### config.mk
export PLATFORM = sky130hd
export DESIGN_NAME = id_ex_stage_flat
export DESIGN_NICKNAME = d
export VERILOG_FILES = /design/src/rtl/riscv_pkg.sv /design/src/rtl/id_ex_stage_if.sv /design/src/rtl/operand_bypass.sv /design/src/rtl/id_ex_stage.sv /design/src/flat_wrapper.sv
export SDC_FILE = /design/constraint.sdc
export NUM_CORES = 1
export LEC_CHECK = 0
export CAP_MARGIN = 20
export CORE_AREA = 2 2 251 253
export DETAILED_ROUTE_END_ITERATION = 6
export DIE_AREA = 0 0 253 255
export PLACE_DENSITY_LB_ADDON = 0.2
export SYNTH_ARGS = -nofsm -noshare
export SYNTH_HDL_FRONTEND = slang
export SYNTH_SLANG_ARGS = --single-unit
### constraint.sdc
create_clock -name clk -period 2.35 [get_ports clk]
set_clock_uncertainty 0.1 [all_clocks]
set_input_delay 0.235 -clock clk [delete_from_list [all_inputs] [get_ports clk]]
set_output_delay 0.235 -clock clk [all_outputs]
set_load 0.03 [all_outputs]
### src/rtl/riscv_pkg.sv
// Shared constants and types for the decode/execute boundary.
package riscv_pkg;
    localparam int XLEN       = 64;
    localparam int REG_ADDR_W = 5;
    localparam int CTRL_W     = 8;

    localparam logic [REG_ADDR_W-1:0] X0 = '0;

    // Field layout of the opaque control bundle; the stage passes it through untouched.
    localparam int CTRL_ALU_OP_LSB = 0;
    localparam int CTRL_ALU_OP_W   = 4;
    localparam int CTRL_BR_LSB     = 4;
    localparam int CTRL_BR_W       = 3;
    localparam int CTRL_USE_IMM    = 7;

    // What the pipeline register does on the next edge when not in reset.
    typedef enum logic [1:0] {
        ACT_CAPTURE = 2'd0,
        ACT_FLUSH   = 2'd1,
        ACT_HOLD    = 2'd2,
        ACT_BUBBLE  = 2'd3
    } stage_act_e;
endpackage

### src/rtl/id_ex_stage_if.sv
// Decode/writeback/control inputs and execute-side outputs of the ID/EX register.
interface id_ex_stage_if import riscv_pkg::*; #(
    parameter int CNT_W = 16
) ();
    logic                  id_valid;
    logic [XLEN-1:0]       id_pc;
    logic [XLEN-1:0]       id_imm;
    logic [REG_ADDR_W-1:0] id_rs1_addr;
    logic [REG_ADDR_W-1:0] id_rs2_addr;
    logic [XLEN-1:0]       id_rs1_data;
    logic [XLEN-1:0]       id_rs2_data;
    logic [REG_ADDR_W-1:0] id_rd_addr;
    logic [CTRL_W-1:0]     id_ctrl;
    logic                  id_mem_read;
    logic                  id_reg_write;
    logic                  wb_wen;
    logic [REG_ADDR_W-1:0] wb_rd_addr;
    logic [XLEN-1:0]       wb_data;
    logic                  flush;
    logic                  ex_hold;

    logic                  id_stall;
    logic                  ex_valid;
    logic                  ex_mem_read;
    logic                  ex_reg_write;
    logic [XLEN-1:0]       ex_pc;
    logic [XLEN-1:0]       ex_imm;
    logic [XLEN-1:0]       ex_rs1_data;
    logic [XLEN-1:0]       ex_rs2_data;
    logic [REG_ADDR_W-1:0] ex_rs1_addr;
    logic [REG_ADDR_W-1:0] ex_rs2_addr;
    logic [REG_ADDR_W-1:0] ex_rd_addr;
    logic [CTRL_W-1:0]     ex_ctrl;
    logic [CNT_W-1:0]      bubble_cnt;

    modport master (
        output id_valid, id_pc, id_imm, id_rs1_addr, id_rs2_addr, id_rs1_data,
               id_rs2_data, id_rd_addr, id_ctrl, id_mem_read, id_reg_write,
               wb_wen, wb_rd_addr, wb_data, flush, ex_hold,
        input  id_stall, ex_valid, ex_mem_read, ex_reg_write, ex_pc, ex_imm,
               ex_rs1_data, ex_rs2_data, ex_rs1_addr, ex_rs2_addr, ex_rd_addr,
               ex_ctrl, bubble_cnt
    );

    modport slave (
        input  id_valid, id_pc, id_imm, id_rs1_addr, id_rs2_addr, id_rs1_data,
               id_rs2_data, id_rd_addr, id_ctrl, id_mem_read, id_reg_write,
               wb_wen, wb_rd_addr, wb_data, flush, ex_hold,
        output id_stall, ex_valid, ex_mem_read, ex_reg_write, ex_pc, ex_imm,
               ex_rs1_data, ex_rs2_data, ex_rs1_addr, ex_rs2_addr, ex_rd_addr,
               ex_ctrl, bubble_cnt
    );
endinterface

### src/rtl/operand_bypass.sv
// Source operand select: x0 reads zero, a same-cycle writeback wins over the
// register file read (the file writes on the edge that captures this operand).
module operand_bypass import riscv_pkg::*; (
    input  logic [REG_ADDR_W-1:0] rs_addr,
    input  logic [XLEN-1:0]       rs_data,
    input  logic                  wb_wen,
    input  logic [REG_ADDR_W-1:0] wb_rd_addr,
    input  logic [XLEN-1:0]       wb_data,
    output logic [XLEN-1:0]       operand
);
    // Priority select; rs_addr==x0 also blocks a bogus bypass of a write to x0.
    always_comb begin
        operand = rs_data;
        if (rs_addr == X0) begin
            operand = '0;
        end else if (wb_wen && (wb_rd_addr == rs_addr)) begin
            operand = wb_data;
        end
    end
endmodule

### src/rtl/id_ex_stage.sv
// ID/EX pipeline register with writeback bypass, load-use bubble insertion,
// downstream hold, branch flush and a saturating bubble counter.
module id_ex_stage import riscv_pkg::*; #(
    parameter int CNT_W = 16
) (
    input logic         clk,
    input logic         rst,
    id_ex_stage_if.slave bus
);
    logic                  hazard;
    stage_act_e            act;
    logic [XLEN-1:0]       rs1_op;
    logic [XLEN-1:0]       rs2_op;

    logic                  ex_valid;
    logic                  ex_mem_read;
    logic                  ex_reg_write;
    logic [XLEN-1:0]       ex_pc;
    logic [XLEN-1:0]       ex_imm;
    logic [XLEN-1:0]       ex_rs1_data;
    logic [XLEN-1:0]       ex_rs2_data;
    logic [REG_ADDR_W-1:0] ex_rs1_addr;
    logic [REG_ADDR_W-1:0] ex_rs2_addr;
    logic [REG_ADDR_W-1:0] ex_rd_addr;
    logic [CTRL_W-1:0]     ex_ctrl;
    logic [CNT_W-1:0]      bubble_cnt;

    operand_bypass u_rs1_bypass (
        .rs_addr   (bus.id_rs1_addr),
        .rs_data   (bus.id_rs1_data),
        .wb_wen    (bus.wb_wen),
        .wb_rd_addr(bus.wb_rd_addr),
        .wb_data   (bus.wb_data),
        .operand   (rs1_op)
    );

    operand_bypass u_rs2_bypass (
        .rs_addr   (bus.id_rs2_addr),
        .rs_data   (bus.id_rs2_data),
        .wb_wen    (bus.wb_wen),
        .wb_rd_addr(bus.wb_rd_addr),
        .wb_data   (bus.wb_data),
        .operand   (rs2_op)
    );

    // Load-use detection and next-edge action; flush outranks hold, hold outranks the bubble.
    always_comb begin
        hazard = bus.id_valid && ex_valid && ex_mem_read && (ex_rd_addr != X0) &&
                 ((ex_rd_addr == bus.id_rs1_addr) || (ex_rd_addr == bus.id_rs2_addr));
        act = ACT_CAPTURE;
        if (bus.flush) begin
            act = ACT_FLUSH;
        end else if (bus.ex_hold) begin
            act = ACT_HOLD;
        end else if (hazard) begin
            act = ACT_BUBBLE;
        end
    end

    assign bus.id_stall = (hazard || bus.ex_hold) && !bus.flush;

    // Pipeline register update; killed slots keep their payload, only the flags drop.
    always_ff @(posedge clk) begin
        if (rst) begin
            ex_valid     <= 1'b0;
            ex_mem_read  <= 1'b0;
            ex_reg_write <= 1'b0;
            ex_pc        <= '0;
            ex_imm       <= '0;
            ex_rs1_data  <= '0;
            ex_rs2_data  <= '0;
            ex_rs1_addr  <= '0;
            ex_rs2_addr  <= '0;
            ex_rd_addr   <= '0;
            ex_ctrl      <= '0;
            bubble_cnt   <= '0;
        end else begin
            case (act)
                ACT_FLUSH: begin
                    ex_valid     <= 1'b0;
                    ex_mem_read  <= 1'b0;
                    ex_reg_write <= 1'b0;
                end
                ACT_BUBBLE: begin
                    ex_valid     <= 1'b0;
                    ex_mem_read  <= 1'b0;
                    ex_reg_write <= 1'b0;
                    if (bubble_cnt != {CNT_W{1'b1}}) begin
                        bubble_cnt <= bubble_cnt + 1'b1;
                    end
                end
                ACT_CAPTURE: begin
                    ex_valid     <= bus.id_valid;
                    ex_mem_read  <= bus.id_valid && bus.id_mem_read;
                    ex_reg_write <= bus.id_valid && bus.id_reg_write;
                    ex_pc        <= bus.id_pc;
                    ex_imm       <= bus.id_imm;
                    ex_rs1_data  <= rs1_op;
                    ex_rs2_data  <= rs2_op;
                    ex_rs1_addr  <= bus.id_rs1_addr;
                    ex_rs2_addr  <= bus.id_rs2_addr;
                    ex_rd_addr   <= bus.id_rd_addr;
                    ex_ctrl      <= bus.id_ctrl;
                end
                default: begin
                end
            endcase
        end
    end

    assign bus.ex_valid     = ex_valid;
    assign bus.ex_mem_read  = ex_mem_read;
    assign bus.ex_reg_write = ex_reg_write;
    assign bus.ex_pc        = ex_pc;
    assign bus.ex_imm       = ex_imm;
    assign bus.ex_rs1_data  = ex_rs1_data;
    assign bus.ex_rs2_data  = ex_rs2_data;
    assign bus.ex_rs1_addr  = ex_rs1_addr;
    assign bus.ex_rs2_addr  = ex_rs2_addr;
    assign bus.ex_rd_addr   = ex_rd_addr;
    assign bus.ex_ctrl      = ex_ctrl;
    assign bus.bubble_cnt   = bubble_cnt;
endmodule

### src/flat_wrapper.sv
// flat-port wrapper written by rule: the top's interface ports become plain ports
module id_ex_stage_flat import riscv_pkg::*;
#(
    parameter int CNT_W = 16
)
  (clk, rst, bus_id_valid, bus_id_pc, bus_id_imm, bus_id_rs1_addr, bus_id_rs2_addr, bus_id_rs1_data, bus_id_rs2_data, bus_id_rd_addr, bus_id_ctrl, bus_id_mem_read, bus_id_reg_write, bus_wb_wen, bus_wb_rd_addr, bus_wb_data, bus_flush, bus_ex_hold, bus_id_stall, bus_ex_valid, bus_ex_mem_read, bus_ex_reg_write, bus_ex_pc, bus_ex_imm, bus_ex_rs1_data, bus_ex_rs2_data, bus_ex_rs1_addr, bus_ex_rs2_addr, bus_ex_rd_addr, bus_ex_ctrl, bus_bubble_cnt);
  id_ex_stage_if #(.CNT_W(CNT_W)) bus_i ();
  input logic clk;
  input logic rst;
  input wire logic [$bits(bus_i.id_valid)-1:0] bus_id_valid;
  input wire logic [$bits(bus_i.id_pc)-1:0] bus_id_pc;
  input wire logic [$bits(bus_i.id_imm)-1:0] bus_id_imm;
  input wire logic [$bits(bus_i.id_rs1_addr)-1:0] bus_id_rs1_addr;
  input wire logic [$bits(bus_i.id_rs2_addr)-1:0] bus_id_rs2_addr;
  input wire logic [$bits(bus_i.id_rs1_data)-1:0] bus_id_rs1_data;
  input wire logic [$bits(bus_i.id_rs2_data)-1:0] bus_id_rs2_data;
  input wire logic [$bits(bus_i.id_rd_addr)-1:0] bus_id_rd_addr;
  input wire logic [$bits(bus_i.id_ctrl)-1:0] bus_id_ctrl;
  input wire logic [$bits(bus_i.id_mem_read)-1:0] bus_id_mem_read;
  input wire logic [$bits(bus_i.id_reg_write)-1:0] bus_id_reg_write;
  input wire logic [$bits(bus_i.wb_wen)-1:0] bus_wb_wen;
  input wire logic [$bits(bus_i.wb_rd_addr)-1:0] bus_wb_rd_addr;
  input wire logic [$bits(bus_i.wb_data)-1:0] bus_wb_data;
  input wire logic [$bits(bus_i.flush)-1:0] bus_flush;
  input wire logic [$bits(bus_i.ex_hold)-1:0] bus_ex_hold;
  output wire logic [$bits(bus_i.id_stall)-1:0] bus_id_stall;
  output wire logic [$bits(bus_i.ex_valid)-1:0] bus_ex_valid;
  output wire logic [$bits(bus_i.ex_mem_read)-1:0] bus_ex_mem_read;
  output wire logic [$bits(bus_i.ex_reg_write)-1:0] bus_ex_reg_write;
  output wire logic [$bits(bus_i.ex_pc)-1:0] bus_ex_pc;
  output wire logic [$bits(bus_i.ex_imm)-1:0] bus_ex_imm;
  output wire logic [$bits(bus_i.ex_rs1_data)-1:0] bus_ex_rs1_data;
  output wire logic [$bits(bus_i.ex_rs2_data)-1:0] bus_ex_rs2_data;
  output wire logic [$bits(bus_i.ex_rs1_addr)-1:0] bus_ex_rs1_addr;
  output wire logic [$bits(bus_i.ex_rs2_addr)-1:0] bus_ex_rs2_addr;
  output wire logic [$bits(bus_i.ex_rd_addr)-1:0] bus_ex_rd_addr;
  output wire logic [$bits(bus_i.ex_ctrl)-1:0] bus_ex_ctrl;
  output wire logic [$bits(bus_i.bubble_cnt)-1:0] bus_bubble_cnt;
  assign bus_i.id_valid = bus_id_valid;
  assign bus_i.id_pc = bus_id_pc;
  assign bus_i.id_imm = bus_id_imm;
  assign bus_i.id_rs1_addr = bus_id_rs1_addr;
  assign bus_i.id_rs2_addr = bus_id_rs2_addr;
  assign bus_i.id_rs1_data = bus_id_rs1_data;
  assign bus_i.id_rs2_data = bus_id_rs2_data;
  assign bus_i.id_rd_addr = bus_id_rd_addr;
  assign bus_i.id_ctrl = bus_id_ctrl;
  assign bus_i.id_mem_read = bus_id_mem_read;
  assign bus_i.id_reg_write = bus_id_reg_write;
  assign bus_i.wb_wen = bus_wb_wen;
  assign bus_i.wb_rd_addr = bus_wb_rd_addr;
  assign bus_i.wb_data = bus_wb_data;
  assign bus_i.flush = bus_flush;
  assign bus_i.ex_hold = bus_ex_hold;
  assign bus_id_stall = bus_i.id_stall;
  assign bus_ex_valid = bus_i.ex_valid;
  assign bus_ex_mem_read = bus_i.ex_mem_read;
  assign bus_ex_reg_write = bus_i.ex_reg_write;
  assign bus_ex_pc = bus_i.ex_pc;
  assign bus_ex_imm = bus_i.ex_imm;
  assign bus_ex_rs1_data = bus_i.ex_rs1_data;
  assign bus_ex_rs2_data = bus_i.ex_rs2_data;
  assign bus_ex_rs1_addr = bus_i.ex_rs1_addr;
  assign bus_ex_rs2_addr = bus_i.ex_rs2_addr;
  assign bus_ex_rd_addr = bus_i.ex_rd_addr;
  assign bus_ex_ctrl = bus_i.ex_ctrl;
  assign bus_bubble_cnt = bus_i.bubble_cnt;
  id_ex_stage #(.CNT_W(CNT_W)) u_core (.clk(clk), .rst(rst), .bus(bus_i));
endmodule
Word level (Yosys, flattened, before mapping). Cells that the tools add are included.

Flip-flop bits (word level): 298. Input port bits: 356. Output and inout port bits: 299. Word-level logic and storage cells: 49.

$add $sub $neg: 1. Eq/ne operators: 7. Multiplexer cells: 10. Reductions and logical operators: 19.

Operators with widths (count): 64-bit 2-to-1 mux (4); 5-bit == test (4); 16-bit by 1-bit adder with 16-bit output, second input constant (1); 16-bit inequality test, second input constant (1); 5-bit logical NOT (2); 1-bit logical AND (9); 2-bit 2-to-1 mux (3); 1-bit case mux with 2 select lines (3); 5-bit nonzero test (1); 2-bit by 1-bit == test with 1-bit output, second input constant (1); 2-bit == test, second input constant (1); 2-bit logical NOT (1); 1-bit logical OR (2); 2-bit AND reduction (1); 2-bit nonzero test (1); 2-bit OR reduction (1); 1-bit logical NOT (1).

Depth between registers and ports, before layout.
Depth after elaboration: 10. Mapped depth: 9. Gate-level depth less buffers: 7.

Cells and area by module. Synthesis repeated with hierarchy kept, for this count alone.

Cell total of the unflattened synthesis: 2816. Area, all modules: 19033.3 um^2.

By module, submodules not included: id_ex_stage (times used 1, cells an instance 2340, area each 16563.4 um^2, seq. area each 5965.7 um^2); operand_bypass (times used 2, cells an instance 238, area each 1234.9 um^2, seq. area each 0.0 um^2).

Least setup slack after synthesis. Ideal clock, no wire load.

Kind: register to register. Start: reg u_core.ex_rd_addr[0], in the netlist u_core.bus.ex_rd_addr[0]. End: reg u_core.bubble_cnt[12], in the netlist u_core.bus.bubble_cnt[12]. Setup time: 121 ps. Arrival time: 2109 ps. Data required time: 2129 ps. Path slack: 20 ps. Cell stages (with the launch flop): 7. Buffers on the path: 0. Clock period less this slack: 2330 ps. Path through: dfxtp_1 -> xnor2_1 -> nand3_1 -> o22a_1 -> nor4_2 -> nor2b_1 -> mux2_2.

Cells in the longest elaborated chain, start to end: 8. Elaborated cells between the ends (all ways): 11. Classes of those cells: eq/ne: 3; mux: 3; reduce/logical: 5.

Ends and longest elaborated chain: from (decl) (RTL line id_ex_stage.sv:24) `logic [REG_ADDR_W-1:0] ex_rd_addr;`; from (signal assigned) (RTL line id_ex_stage.sv:102) `ex_rd_addr <= bus.id_rd_addr;`; 5-bit == test / 5-bit nonzero test (equally long branches) (RTL line id_ex_stage.sv:49, id_ex_stage.sv:48); 1-bit logical OR / 1-bit logical AND (equally long branches) (RTL line id_ex_stage.sv:49, id_ex_stage.sv:48); 1-bit logical AND * (RTL line id_ex_stage.sv:48) `hazard = bus.id_valid && ex_valid && ex_mem_read && (ex_rd_addr != X0) &&`; 2-bit 2-to-1 mux * (RTL line id_ex_stage.sv:55) `end else if (hazard) begin`; 2-bit 2-to-1 mux * (RTL line id_ex_stage.sv:53) `end else if (bus.ex_hold) begin`; 2-bit 2-to-1 mux * (RTL line id_ex_stage.sv:51) `if (bus.flush) begin`; 2-bit == test * (RTL line id_ex_stage.sv:78) `case (act)`; 2-bit AND reduction (no line) *; to (signal assigned) (RTL line id_ex_stage.sv:89) `bubble_cnt <= bubble_cnt + 1'b1;`; to (decl) (RTL line id_ex_stage.sv:26) `logic [CNT_W-1:0] bubble_cnt;`.

Mark *: on every way between the ends. The rest lies on a longest branch, timed or not. A chain may end at the register's enable or synchronous reset.

Worst setup path after layout.
Start: reg u_core.ex_rd_addr[1], in the netlist u_core.bus.ex_rd_addr[1]. End: out bus_id_stall.

Cells in the longest elaborated chain, start to end: 5. Elaborated cells between the ends (all ways): 8. Classes of those cells: eq/ne: 2; reduce/logical: 6.

Ends and longest elaborated chain: 5-bit == test / 5-bit nonzero test (equally long branches) (RTL line id_ex_stage.sv:49, id_ex_stage.sv:48); 1-bit logical OR / 1-bit logical AND (equally long branches) (RTL line id_ex_stage.sv:49, id_ex_stage.sv:48); 1-bit logical AND * (RTL line id_ex_stage.sv:48); 1-bit logical OR * (RTL line id_ex_stage.sv:60) `assign bus.id_stall = (hazard || bus.ex_hold) && !bus.flush;`; 1-bit logical AND * (RTL line id_ex_stage.sv:60); to (decl) (RTL line flat_wrapper.sv:26) `output wire logic [$bits(bus_i.id_stall)-1:0] bus_id_stall;`.

Marked as above.

==> summary.md <==
| Metric | Value |
|---|---|
| Final worst slack | -131 ps |
| Cell Rows | 92 |
| Critical Path AT | 2150 ps |
| Outcome | complete, but fails checks |
| Yosys warns | 0 |
| Placed cell areas | around 21,000 sq um |
| RSZ-0062 raised after global routing | yes |
| I/O pin count | around 660 |
| Die Width | roughly 250 microns |
| R2R depth | 10 |
| Synth cell types | between 40 and 50 |
| Flop-to-flop setup slack | -120 ps |
| Drc violations | 0 |
| CTS sink count | around 300 |
| Reg2reg end | u_core.bus.ex_rs1_data[12]$_SDFFE_PP0N_ |
| Pre-CTS setup slack | -348 ps |
| Pwr per Cell Area | just over 600 nW/um^2 |
| Design Area, Final | 23,300 sq um |
| Final setup vio count | 130 |
| Initial antenna violation count | 7 |
| Most numerous cell in the Yosys netlist | nand2_1 |
| Slew Limit Fails | 0 |
| Worst-skew pair later-pin latency | roughly 540 ps |
| Total GRT Usage | 0.161 |
| Worst setup path class | flip-flop to output port |
| Worst-path clk slew | 60 ps |
| Worst vdd ir | 427 uV |
| Global-route wire length before repair | ~80 mm |
| Max-cap violations | 0 |
| Leakage | approximately 8.2 nW |
| Cell Area, Synth | 12,800 sq um |
| P&R area growth vs syn | 82.1% |
| DRT Wirelength | roughly 60 mm |
| Synth top cells by count | nand2_1, dfxtp_1, a21oi_1 |
| Detail Placement HPWL | approximately 42 mm |
| Post-synthesis sequential area ratio | 0.465 |
| Pin slew with the least headroom to its limit | 534 ps |
| TritonCTS clock tree | done |
| GP Congestion | between 0.7 and 0.8 |
| Initial Util | 0.206 |
| Final Hold Viols | 0 |
| Post-synth top area share | 0.465 |
| Crit. Startpoint | u_core.bus.ex_rd_addr[1]$_SDFFE_PP0N_ |
| Crit start category | flip-flop |
| Violated checks | setup timing |
| Total grt overflow | 0 |
| Placeable Area | 62,200 sq um |
| Max Clock Freq | just over 400 MHz |
| Via count | 13,100 |
| Final worst-path cycle share | 1.06 |
| Top cells by area, synth | dfxtp_1, mux2i_1, nand2_1 |
| Routed Antenna Nets | 0 |
| Vias in the first global route | approximately 13,000 |
| Drt pass-1 iters | 6 |
| Htree depth | 2 |
| CTS Buf Count | 38 |
| Port Buffer Count | 654 |
| Vias per cell | between 4 and 5 |
| Relative slew margins | 0.643 |
| DRT iter0 DRCs | 513 |
| Biggest area consumer among synthesized cells | dfxtp_1 |
| Clock Path Buffers | 3 |
| HP Class | input pin to flip-flop |
| Critical Path Fanout Max | 3 |
| CTS root buf | clkbuf_16 |
| Worst setup path end | bus_id_stall |
| Avg WL per Cell | 19.9 microns |
| CP endpoint kind | output port |
| Fin util | 0.376 |
| FF-to-FF Start | u_core.bus.ex_rd_addr[1]$_SDFFE_PP0N_ |
| Mean area per synthesized cell | 9.24 sq um |
| Die H | about 260 microns |
| Placed Cells | around 2,800 |
| Final min period | 2480 ps |
| Nets | 2,469 |
| Finished Layout Cells | 2,940 |
| Fin Hold WS | between 100 and 150 ps |
| Post-synth top flop | dfxtp_1 |
| Async S/R FF share, synth | 0 |
| EDFF count, synth | 0 |
| Crit path required time | approximately 2000 ps |
| Mapped Nets | ~1,700 |
| Die ar. | about 65,000 sq um |
| Cell count after synthesis | 1,387 |
| Share of layout cells above drive strength 1 | 0.160 |
| #FFs+latches synth | a little under 300 |
| Largest net degree at the start of global routing | about 100 |
==> cell usage in the layout, fill, tap and decap left out, types with 3 or more instances in the layout <==
cell type        count
buf_16               8
mux2i_1            129
o21ai_0              3
xor2_1              11
o31ai_2             91
buf_6               12
buf_12              24
nand2_1            311
or4_1                4
clkdlybuf4s50_1    652
or3_1                3
o31ai_1             35
inv_1                3
nor2b_1              6
dfxtp_2              3
nand3_1             10
diode_2              4
buf_8                3
mux2_2               4
dfxtp_1            294
clkbuf_16           56
a21oi_1            151
xnor2_1             12
nand4_1              5
a21oi_2              6
clkbuf_8             9
clkinv_2             5
o31ai_4              4
clkbuf_1             6
bufinv_16            3
nor4_1               3
buf_4               90
nand3b_1           128
nor2_1              17
==> timing repair <==
item / 4_1_cts / 5_1_grt
pin swaps: 3 / 16
endpoints found under the hold margin: 21 / 0
gates resized for setup: 9 / 71
setup endpoints to repair: 1 / 100
setup buffers: 4 / 8
gates cloned: 0 / 26
hold buffers: 1 / 0
==> critical path, stage by stage (launching register included) <==
cell and delay [ps]:
dfxtp_4 350, or4_4 570, o2111ai_4 230, buf_6 140
nor2_4 30, nor2_2 80, nor2_1 50, buf_4 160
==> sequential cells by signal, indices dropped and copies added (netlist names) <==
name                     cells
u_core.bus.ex_mem_read       1
u_core.bus.ex_rs2_data      64
u_core.bus.ex_rs1_data      64
u_core.bus.ex_imm           64
u_core.bus.ex_rs2_addr       5
u_core.bus.ex_ctrl           8
u_core.bus.ex_pc            64
u_core.bus.ex_valid          1
u_core.bus.ex_rd_addr        5
u_core.bus.ex_rs1_addr       5
u_core.bus.bubble_cnt       16
u_core.bus.ex_reg_write      1
==> power breakdown <==
part	internal [mW]	total, mW	switching, mW	leakage (nW)
logic	1.44	2.84	1.40	5.11
clock network	3.61	5.93	2.31	0.620
registers	5.29	5.42	0.129	2.44
total	10.3	14.2	3.84	8.16
==> metal layers <==
layer	up-vias	GRT usage	wire length [microns]
met5	-	0	27
met4	4	0.0426	1260
met3	85	0.0675	5690
met2	501	0.274	28200
met1	6203	0.186	23400
li1	6339	-	-
==> layout make-up <==
| cell class | instances | area, sq um |
|---|---|---|
| Tap cell | 799 | 1000 |
| Antenna cell | 4 | 10.0 |
| Timing Repair Buffer | 808 | 8530 |
| Sequential cell | 298 | 5970 |
| Multi-Input combinational cell | 963 | 6560 |
| Inverter | 3 | 11.3 |
| Fill cell | 6253 | 38800 |
| Clock buffer | 53 | 1110 |
| Clock inverter | 12 | 149 |
==> logic make-up after synthesis <==
group / synth area share
DFF: 0.465
AOI/OAI and AO/OA: 0.173
and+or+nand+nor: 0.193
adders and majority gates: 0.000976
xor gates and xnor gates: 0.0164
buffers and inverters: 0.0475
muxes: 0.104
==> per-stage QoR <==
stage,setup TNS [ps],total power [mW]
final,-5080,14.2
after global routing,-24520,14.8
after CTS,-218,14.2
after detailed placement,-47960,8.17
after global placement,-44280,8.16
after floorplan,0,6.65
==> worst min-delay path by stage <==
stage                                                 start                                  to  depth (start not counted)
after floorplan                              bus_id_ctrl[0]  u_core.bus.ex_ctrl[0]$_SDFFE_PP0N_                          2
after global placement    u_core.bus.ex_imm[5]$_SDFFE_PP0N_   u_core.bus.ex_imm[5]$_SDFFE_PP0N_                          2
after detailed placement   u_core.bus.ex_pc[4]$_SDFFE_PP0N_    u_core.bus.ex_pc[4]$_SDFFE_PP0N_                          2
after CTS                                    bus_id_imm[24]  u_core.bus.ex_imm[24]$_SDFFE_PP0N_                          3
after global routing                         bus_id_imm[24]  u_core.bus.ex_imm[24]$_SDFFE_PP0N_                          3
final                                        bus_id_imm[33]  u_core.bus.ex_imm[33]$_SDFFE_PP0N_                          3
No activity file was read; power rests on OpenSTA's default activity.
